## src/rtl/orao_tape_player.sv

```systemverilog
// Purpose: streams a downloaded 8-bit unsigned PCM WAV through a small FIFO and
//          digitises each sample with a hysteresis comparator into a tape level.
// Latency: a byte popped on a sample tick is reflected on tape_out the next cycle;
//          ioctl_wait is raised (registered) once the FIFO holds DEPTH-2 bytes.
// Ports:   clk_sys/reset_n clock and async active-low reset; play_en run/pause;
//          ioctl_download/wr/addr/dout host byte stream, ioctl_wait backpressure;
//          tape_out digitised level; active busy; underrun pulse; overflow sticky.
module orao_tape_player #(
  parameter int         DIV       = 1134,
  parameter int         DEPTH     = 16,
  parameter int         HDR_BYTES = 44,
  parameter int         PREFILL   = DEPTH / 2,
  parameter logic [7:0] THRESH    = 8'h80,
  parameter logic [7:0] HYST      = 8'h10
) (
  input  logic        clk_sys,
  input  logic        reset_n,
  input  logic        play_en,
  input  logic        ioctl_download,
  input  logic        ioctl_wr,
  input  logic [24:0] ioctl_addr,
  input  logic [7:0]  ioctl_dout,
  output logic        ioctl_wait,
  output logic        tape_out,
  output logic        active,
  output logic        underrun,
  output logic        overflow
);

  localparam int AW = $clog2(DEPTH);
  localparam int CW = AW + 1;
  localparam int DW = (DIV > 2) ? $clog2(DIV) : 1;

  // Comparator bounds are formed in 9 bits so that carry/borrow can be
  // detected and clamped to the byte range.
  localparam logic [8:0] SUM9  = {1'b0, THRESH} + {1'b0, HYST};
  localparam logic [8:0] DIFF9 = {1'b0, THRESH} - {1'b0, HYST};
  localparam logic [7:0] HI_B  = SUM9[8]  ? 8'hFF : SUM9[7:0];
  localparam logic [7:0] LO_B  = DIFF9[8] ? 8'h00 : DIFF9[7:0];

  typedef enum logic [1:0] {
    S_IDLE,
    S_FILL,
    S_PLAY,
    S_DRAIN
  } state_t;

  state_t          state;
  logic            dl_q;
  logic [7:0]      mem [DEPTH];
  logic [AW-1:0]   wr_ptr;
  logic [AW-1:0]   rd_ptr;
  logic [CW-1:0]   count;
  logic [DW-1:0]   div_cnt;

  logic            dl_rise;
  logic            dl_fall;
  logic            running;
  logic            tick;
  logic            empty;
  logic            full;
  logic            wr_data;
  logic            push;
  logic            pop;
  logic [CW-1:0]   count_nxt;
  logic [AW-1:0]   wr_addr;
  logic [7:0]      rd_byte;

  always_comb begin
    dl_rise = ioctl_download & ~dl_q;
    dl_fall = ~ioctl_download & dl_q;
    running = ((state == S_PLAY) || (state == S_DRAIN)) && play_en;
    tick    = running && (div_cnt == DW'(DIV - 1));
    empty   = (count == '0);
    full    = (count == CW'(DEPTH));
    // Only data bytes of an ongoing download are candidates; a rising edge
    // already counts as ongoing since the flush happens on that same cycle.
    wr_data = ioctl_wr && ioctl_download && (ioctl_addr >= 25'(HDR_BYTES)) &&
              ((state != S_IDLE) || dl_rise);
    // After a flush the FIFO is empty, so a byte arriving with the edge fits.
    push    = wr_data && (dl_rise || !full);
    pop     = tick && !empty && !dl_rise;
    if (dl_rise) begin
      count_nxt = CW'(push);
      wr_addr   = '0;
    end else begin
      count_nxt = count + CW'(push) - CW'(pop);
      wr_addr   = wr_ptr;
    end
    rd_byte = mem[rd_ptr];
  end

  assign active = (state != S_IDLE);

  // Storage has no reset; validity is tracked by the pointers and count.
  always_ff @(posedge clk_sys) begin
    if (push) begin
      mem[wr_addr] <= ioctl_dout;
    end
  end

  always_ff @(posedge clk_sys or negedge reset_n) begin
    if (!reset_n) begin
      state      <= S_IDLE;
      // Held high so a download still asserted when reset releases is not
      // mistaken for a fresh start; the host must drop and re-raise it.
      dl_q       <= 1'b1;
      wr_ptr     <= '0;
      rd_ptr     <= '0;
      count      <= '0;
      div_cnt    <= '0;
      tape_out   <= 1'b0;
      ioctl_wait <= 1'b0;
      underrun   <= 1'b0;
      overflow   <= 1'b0;
    end else begin
      dl_q       <= ioctl_download;
      count      <= count_nxt;
      underrun   <= tick && empty && (state == S_PLAY) && !dl_rise;
      ioctl_wait <= ((state != S_IDLE) || dl_rise) && (count_nxt >= CW'(DEPTH - 2));

      if (state == S_IDLE) begin
        tape_out <= 1'b0;
      end else if (pop) begin
        if (rd_byte >= HI_B) begin
          tape_out <= 1'b1;
        end else if (rd_byte < LO_B) begin
          tape_out <= 1'b0;
        end
      end

      if (running) begin
        div_cnt <= tick ? '0 : div_cnt + DW'(1);
      end

      if (dl_rise) begin
        // A new download restarts from scratch regardless of current state.
        state    <= S_FILL;
        wr_ptr   <= push ? AW'(1) : '0;
        rd_ptr   <= '0;
        overflow <= 1'b0;
        div_cnt  <= '0;
      end else begin
        wr_ptr <= wr_ptr + AW'(push);
        rd_ptr <= rd_ptr + AW'(pop);
        if (wr_data && full) begin
          overflow <= 1'b1;
        end
        case (state)
          S_IDLE: ;
          S_FILL: begin
            if (dl_fall) begin
              state   <= empty ? S_IDLE : S_PLAY;
              div_cnt <= '0;
            end else if (count >= CW'(PREFILL)) begin
              state   <= S_PLAY;
              div_cnt <= '0;
            end
          end
          // Level-sensitive so that a PLAY entered by the falling edge itself
          // (short file) still proceeds to drain.
          S_PLAY: begin
            if (!ioctl_download) begin
              state <= S_DRAIN;
            end
          end
          S_DRAIN: begin
            if (tick && empty) begin
              state <= S_IDLE;
            end
          end
          default: state <= S_IDLE;
        endcase
      end
    end
  end

endmodule

```

## config.mk

```make
export PLATFORM = sky130hd
export DESIGN_NAME = orao_tape_player
export DESIGN_NICKNAME = d
export VERILOG_FILES = /design/src/rtl/orao_tape_player.sv
export SDC_FILE = /design/constraint.sdc
export NUM_CORES = 1
export LEC_CHECK = 0
export ABC_AREA = 0
export ABC_CLOCK_PERIOD_IN_PS = 10000
export BUFFER_PORTS_ARGS = -buffer_cell sky130_fd_sc_hd__buf_2
export CAP_MARGIN = 20
export CORE_AREA = 8 8 132 134
export DETAILED_ROUTE_END_ITERATION = 10
export DIE_AREA = 0 0 140 142
export PLACE_DENSITY = 0.48
export SETUP_SLACK_MARGIN = 0.15
export SYNTH_ARGS = -nofsm -noshare
export SYNTH_HDL_FRONTEND = slang
export SYNTH_SLANG_ARGS = --single-unit
```

## constraint.sdc

```tcl
create_clock -name clk_sys -period 10 [get_ports clk_sys]
set_input_delay 1.5 -clock clk_sys [delete_from_list [all_inputs] [get_ports clk_sys]]
set_output_delay 1.5 -clock clk_sys [all_outputs]
set_load 0.02 [all_outputs]
```

* After elaboration in Yosys (flattened, before gate mapping)
Memory sizes are Yosys's and may differ from the RTL's.
Cells that the tools add are included.
Widths: inputs -> output; s select.
** Word-level totals
- Register bits :: 31
- RAM bits :: 128
- Input port bits :: 38
- Output and inout bits :: 5
- Word-level logic and storage cells :: 87
- Memories kept :: 1
** Memory list
- mem :: words 16, bits a word 8, rd ports 1, clocked after Yosys merged registers in 0, write ports 1, RTL line 50 : logic [7:0] mem [DEPTH];
** Operators by class
- $add $sub $neg :: 5
- $lt $le $gt $ge :: 5
- Eq/ne operators :: 8
- Multiplexer cells :: 26
- Bitwise gates (word level) :: 4
- Reductions and logical operators :: 28
** Operators by type and width (number)
- $mux 11 :: 6
- $ge 25x6->1 const B :: 1
- $logic_and 1x1->1 :: 13
- $mux 2 :: 6
- $mux 4 :: 3
- $add 11x1->11 const B :: 1
- $eq 11x11->1 const B :: 1
- $ge 5x4->1 const B :: 2
- $mux 1 :: 9
- $add 4x1->4 :: 2
- $ge 8x8->1 const B :: 1
- $lt 8x7->1 const B :: 1
- $pmux 2 s3 :: 1
- $reduce_bool 2->1 :: 3
- $add 5x1->5 :: 1
- $eq 5x5->1 const B :: 1
- $logic_not 5->1 :: 1
- $mux 5 :: 1
- $sub 5x1->5 :: 1
- $eq 2x2->1 const B :: 2
- $ne 4x4->1 const B :: 1
- $reduce_and 4->1 :: 1
- $reduce_bool 4->1 :: 1
- $logic_not 1->1 :: 3
- 9 further kinds :: 13

* Longest topological paths before layout
- Word-level depth :: 10
- Depth in mapped cells :: 16
- Mapped depth without buffers :: 16

* Least setup slack after synthesis
No wires, ideal clock.
- Path kind :: input to register
- From :: input port ioctl_addr[13]
- To :: register ioctl_wait
- Setup time :: 94 ps
- Arrival :: 4237 ps
- Data required time :: 9906 ps
- Slack :: 5669 ps
- Stages :: 11
- Buffers on the path :: 0
- Path through :: or4_1 a211oi_1 a21oi_1 nand2_1 ha_1 inv_1 ha_1 inv_1 fa_1 or4_1 a211oi_1
** Between the ends
- Longest elaborated chain between the ends :: 9
** Ends and longest elaborated chain
- start, declared :: RTL line 21 : input logic [24:0] ioctl_addr,
- $ge 25x6->1 (*) :: RTL line 78 : wr_data = ioctl_wr && ioctl_download && (ioctl_addr >= 25'(HDR_BYTES)) &&
- $logic_and 1x1->1 (*) (2 in a row) :: RTL line 78
- $logic_and 1x1->1 (*) :: RTL line 81 : push = wr_data && (dl_rise || !full);
- $add 5x1->5 :: RTL line 87 : count_nxt = count + CW'(push) - CW'(pop);
- $sub 5x1->5 :: RTL line 87
- $mux 5 (*) :: RTL line 83 : if (dl_rise) begin
- $ge 5x4->1 (*) :: RTL line 120 : ioctl_wait <= ((state != S_IDLE) || dl_rise) && (count_nxt >= CW'(DEPTH - 2));
- $logic_and 1x1->1 (*) :: RTL line 120
- end signal, assigned :: RTL line 120
- end, declared :: RTL line 23 : output logic ioctl_wait,
Every way passes the cells marked *; elsewhere a longest branch is shown, timed or not.
A chain may end at the register's enable or synchronous reset.

* Worst setup path in the final report
- From :: input port ioctl_download
- To :: register ioctl_wait
** Between the ends
- Longest elaborated chain between the ends :: 9
- Elaborated cells between the ends (all ways) :: 14
- Classes of those cells :: add/sub (2); order compare (1); mux (1); bitwise (1); reduce/logical (9)
** Ends and longest elaborated chain
- start, declared :: RTL line 19 : input logic ioctl_download,
- $and 1x1->1 or $logic_and 1x1->1 (tied branches) :: RTL line 70, 78
- $logic_or 1x1->1 or $logic_and 1x1->1 (tied branches) :: RTL line 79, 120, 78
- $logic_and 1x1->1 :: RTL line 78
- $logic_and 1x1->1 :: RTL line 81
- $add 5x1->5 :: RTL line 87
- $sub 5x1->5 :: RTL line 87
- $mux 5 :: RTL line 83
- $ge 5x4->1 :: RTL line 120
- $logic_and 1x1->1 (*) :: RTL line 120
Marked as above.

==> flow_summary.toml <==
[clock_tree]
numCtsBuffers = 9
clock_sinks = 95
path_clk_slew_ns = 0.07
hold_buffers = 0
cts_buffer_depth = 2
post_cts.repair.setup_buffers = 0
root_buffer = "clkbuf_16"
cts_resized = 0
insertion_delay_ns = 0.34
htree_levels = 3
cts_tree = "yes"

[power_and_ir_drop]
max-vdd-ir-drop_mv = 0.0829
seqPwrFrac_pct = 45.6
p_switching_mw = 0.330
combPwrFrac_pct = 23.6
power_leakage_nw = 1.94
p_total_mw = 1.05
intPower_mw = 0.723
switching_share_pct = 31.4
clock_power_share_pct = 30.8
power_density_nw_per_um2 = 206

[setup_path]
path_class = "in2reg"
r2r_cells = 13
cp_common_cell = "ha_1"
timing.critical_path.buf_inv = 3
reg2reg_setup_slack_ns = 6.01
start_kind = "input port"
critPathTopFamily = "adder cells"
end_kind = "flop"
r2r-start = "dl_q$_DFF_PN1_"
cp_max_fo = 25
cp_slowest_cell = "ha_1"
arrival_ns = 5.12
max_stage_delay_ns = 0.72
worstPathRequired_ns = 10.24
r2r_end = "ioctl_wait$_DFF_PN0_"
path_cells = "buf_2 > ha_1 > o211ai_1 > a21oi_1 > nand2_1 > ha_1 > inv_1 > ha_1 > inv_1 > fa_1 > xor2_1 > or4_1 > a211oi_1"

[timing]
fin_crit_ns = 4.88
max_freq_mhz = 205
relSlewSlack_pct = 20.6
tightest_slew_ns = 1.18
rsz0062_at_grt = "false"
setup_viol = 0
maxSlewViolCount = 0
hold_viol = 0
finClkSkew_ns = 0.0130
final.setup.tns_ns = 0
hold_slack_ns = 0.505
finalCritPeriodShare_pct = 48.8

[job]
cap_violations = 0

[global_routing]
gr-total-overflow = 0
grt_usage_pct = 9.60
grt_max_degree = 32
grt_pass1_vias = 2704
grt_pass1_wl_um = 14600
grt_antenna_before_repair = 0

[floorplan]
die_h_um = 142
io_pins = 43
rows = 46
die_w_um = 140
fp.dieArea_um2 = 19900
start_util_pct = 29.1
fp.coreArea_um2 = 15400

[drt]
firstDrtPassIters = 4
routed_via_density = 4.70
drt_iter0_drc = 103
drcViolationCount = 0
wl_um = 9090
antenna_left = 0
vias = 2579
wl_per_cell_um = 16.6

[logic_synthesis]
yosys_warnings = 0
synth.area.mux_share_pct = 11.0
synth_nets = 373
synth_top_family_by_area = "simple AND/OR/NAND/NOR gates"
synth_area_leader_cell = "edfxtp_1"
yosysTopAreaCellShare_pct = 42.8
synth_compound_area_share_pct = 4.10
synthAdderAreaFrac_pct = 6.30
syn_inst = 313
synth-main-ff-cell = "edfxtp_1"
seq_area_frac_synth_pct = 60.1
synth_edf_count = 64
synth_area_leaders = "edfxtp_1 (43%), dfrtp_1 (17%), mux4_1 (6.4%)"
synth_seq_cells = 95
synth_cell_types = 50
synth_area_per_cell_um2 = 14.3
syn-cell-area_um2 = 4490
synth-simple-area-share_pct = 11.3
synth-xor-area-share_pct = 3.32
async_flop_share_pct = 32.6

[cells_and_area]
diodes = 0
nets = 412
utilization_pct = 33.1
layout_commonest_cell = "edfxtp_1"
mostFrequentLayoutCells = "edfxtp_1 (64), buf_2 (36), nor2_1 (31), dfrtp_1 (30), inv_1 (24)"
synthToLayoutAreaGrowth_pct = 13.9
drive_gt1_share_pct = 17.1
fin_cells = 549

[worst_hold_path]
min_from = "overflow$_DFFE_PN0P_"
min_to = "overflow$_DFFE_PN0P_"
holdPathStages = 1
hold_path.class = "reg2reg"

[outcome]
status = "finished, final reports clean"

[placement]
gp_congestion = 0.791
io_buffers = 36
dp.cells = 532
hpwl_um = 6360
## synthesized netlist by cell type (2+ instances only)
cell type,number
or3_1,2
mux4_2,5
xor2_1,7
nor2b_1,3
and4_1,2
xnor2_1,10
a21oi_1,6
ha_1,21
or2_2,2
clkbuf_1,4
nand4bb_1,2
a21o_1,2
a211oi_1,3
and3_1,5
mux4_1,11
a311oi_1,2
nor3_1,3
nor4_1,12
nand4_1,4
nand2_1,13
nor2_1,31
or4_1,3
nand3_1,5
inv_1,24
nand2b_1,2
dfrtp_1,30
mux2i_1,9
o21ai_0,2
nor4b_1,2
buf_6,3
edfxtp_1,64
## routing by layer
layer | track usage [%] | wire (µm) | vias to the layer above
met5 | 0 | 0 | -
met2 | 15.8 | 4280 | 45
li1 | - | - | 1260
met3 | 2.31 | 349 | 13
met4 | 5.03 | 210 | 0
met1 | 11.6 | 4240 | 1261
## flip-flops by register name (all words and copies together) (netlist names)
signal and count:
count 5, div_cnt 11, dl_q 1, ioctl_wait 1, mem 64, overflow 1
rd_ptr 4, state 2, tape_out 1, underrun 1, wr_ptr 4
## power by group through the flow
stage / registers, mW / logic [mW] / clock network [mW]
final: 0.480 / 0.248 / 0.324
after global routing: 0.487 / 0.284 / 0.347
after CTS: 0.481 / 0.251 / 0.333
after detailed placement: 0.489 / 0.247 / 0
after global placement: 0.489 / 0.244 / 0
after floorplan: 0.485 / 0.177 / 0
## worst max path at each step
| stage | from | to | slack (ns) | cells past startpoint |
|---|---|---|---|---|
| final | ioctl_download | ioctl_wait$_DFF_PN0_ | 5.12 | 13 |
| after global routing | ioctl_download | ioctl_wait$_DFF_PN0_ | 4.76 | 13 |
| after CTS | ioctl_download | ioctl_wait$_DFF_PN0_ | 5.05 | 13 |
| after detailed placement | ioctl_download | ioctl_wait$_DFF_PN0_ | 4.72 | 13 |
| after global placement | ioctl_download | ioctl_wait$_DFF_PN0_ | 4.73 | 13 |
| after floorplan | ioctl_addr[13] | ioctl_wait$_DFF_PN0_ | 5.67 | 11 |
## through the flow
| step | area [µm²] | setup slack, ns |
|---|---|---|
| finish | 5110 | 5.12 |
| global route | 5110 | 4.76 |
| CTS | 5110 | 5.05 |
| detailed placement | 4830 | 4.72 |
| global placement | 4830 | 4.73 |
| floorplan | 4490 | 5.67 |
## cell type report
class / instances / area, µm²
tap: 192 / 240
timing repair buffer: 37 / 185
inverter: 24 / 90.1
clock buffer: 9 / 225
clock inverter: 7 / 55.1
sequential: 95 / 2700
fill: 1510 / 10300
multi-input combinational: 185 / 1620
## cells by family after synthesis
kind of cell,Yosys count
AOI/OAI and AO/OA,26
xor gates and xnor gates,17
adders and majority gates,22
buffers and inverters,33
DFF,95
muxes,25
and+or+nand+nor,95
Power figures use the tool's default switching activity.
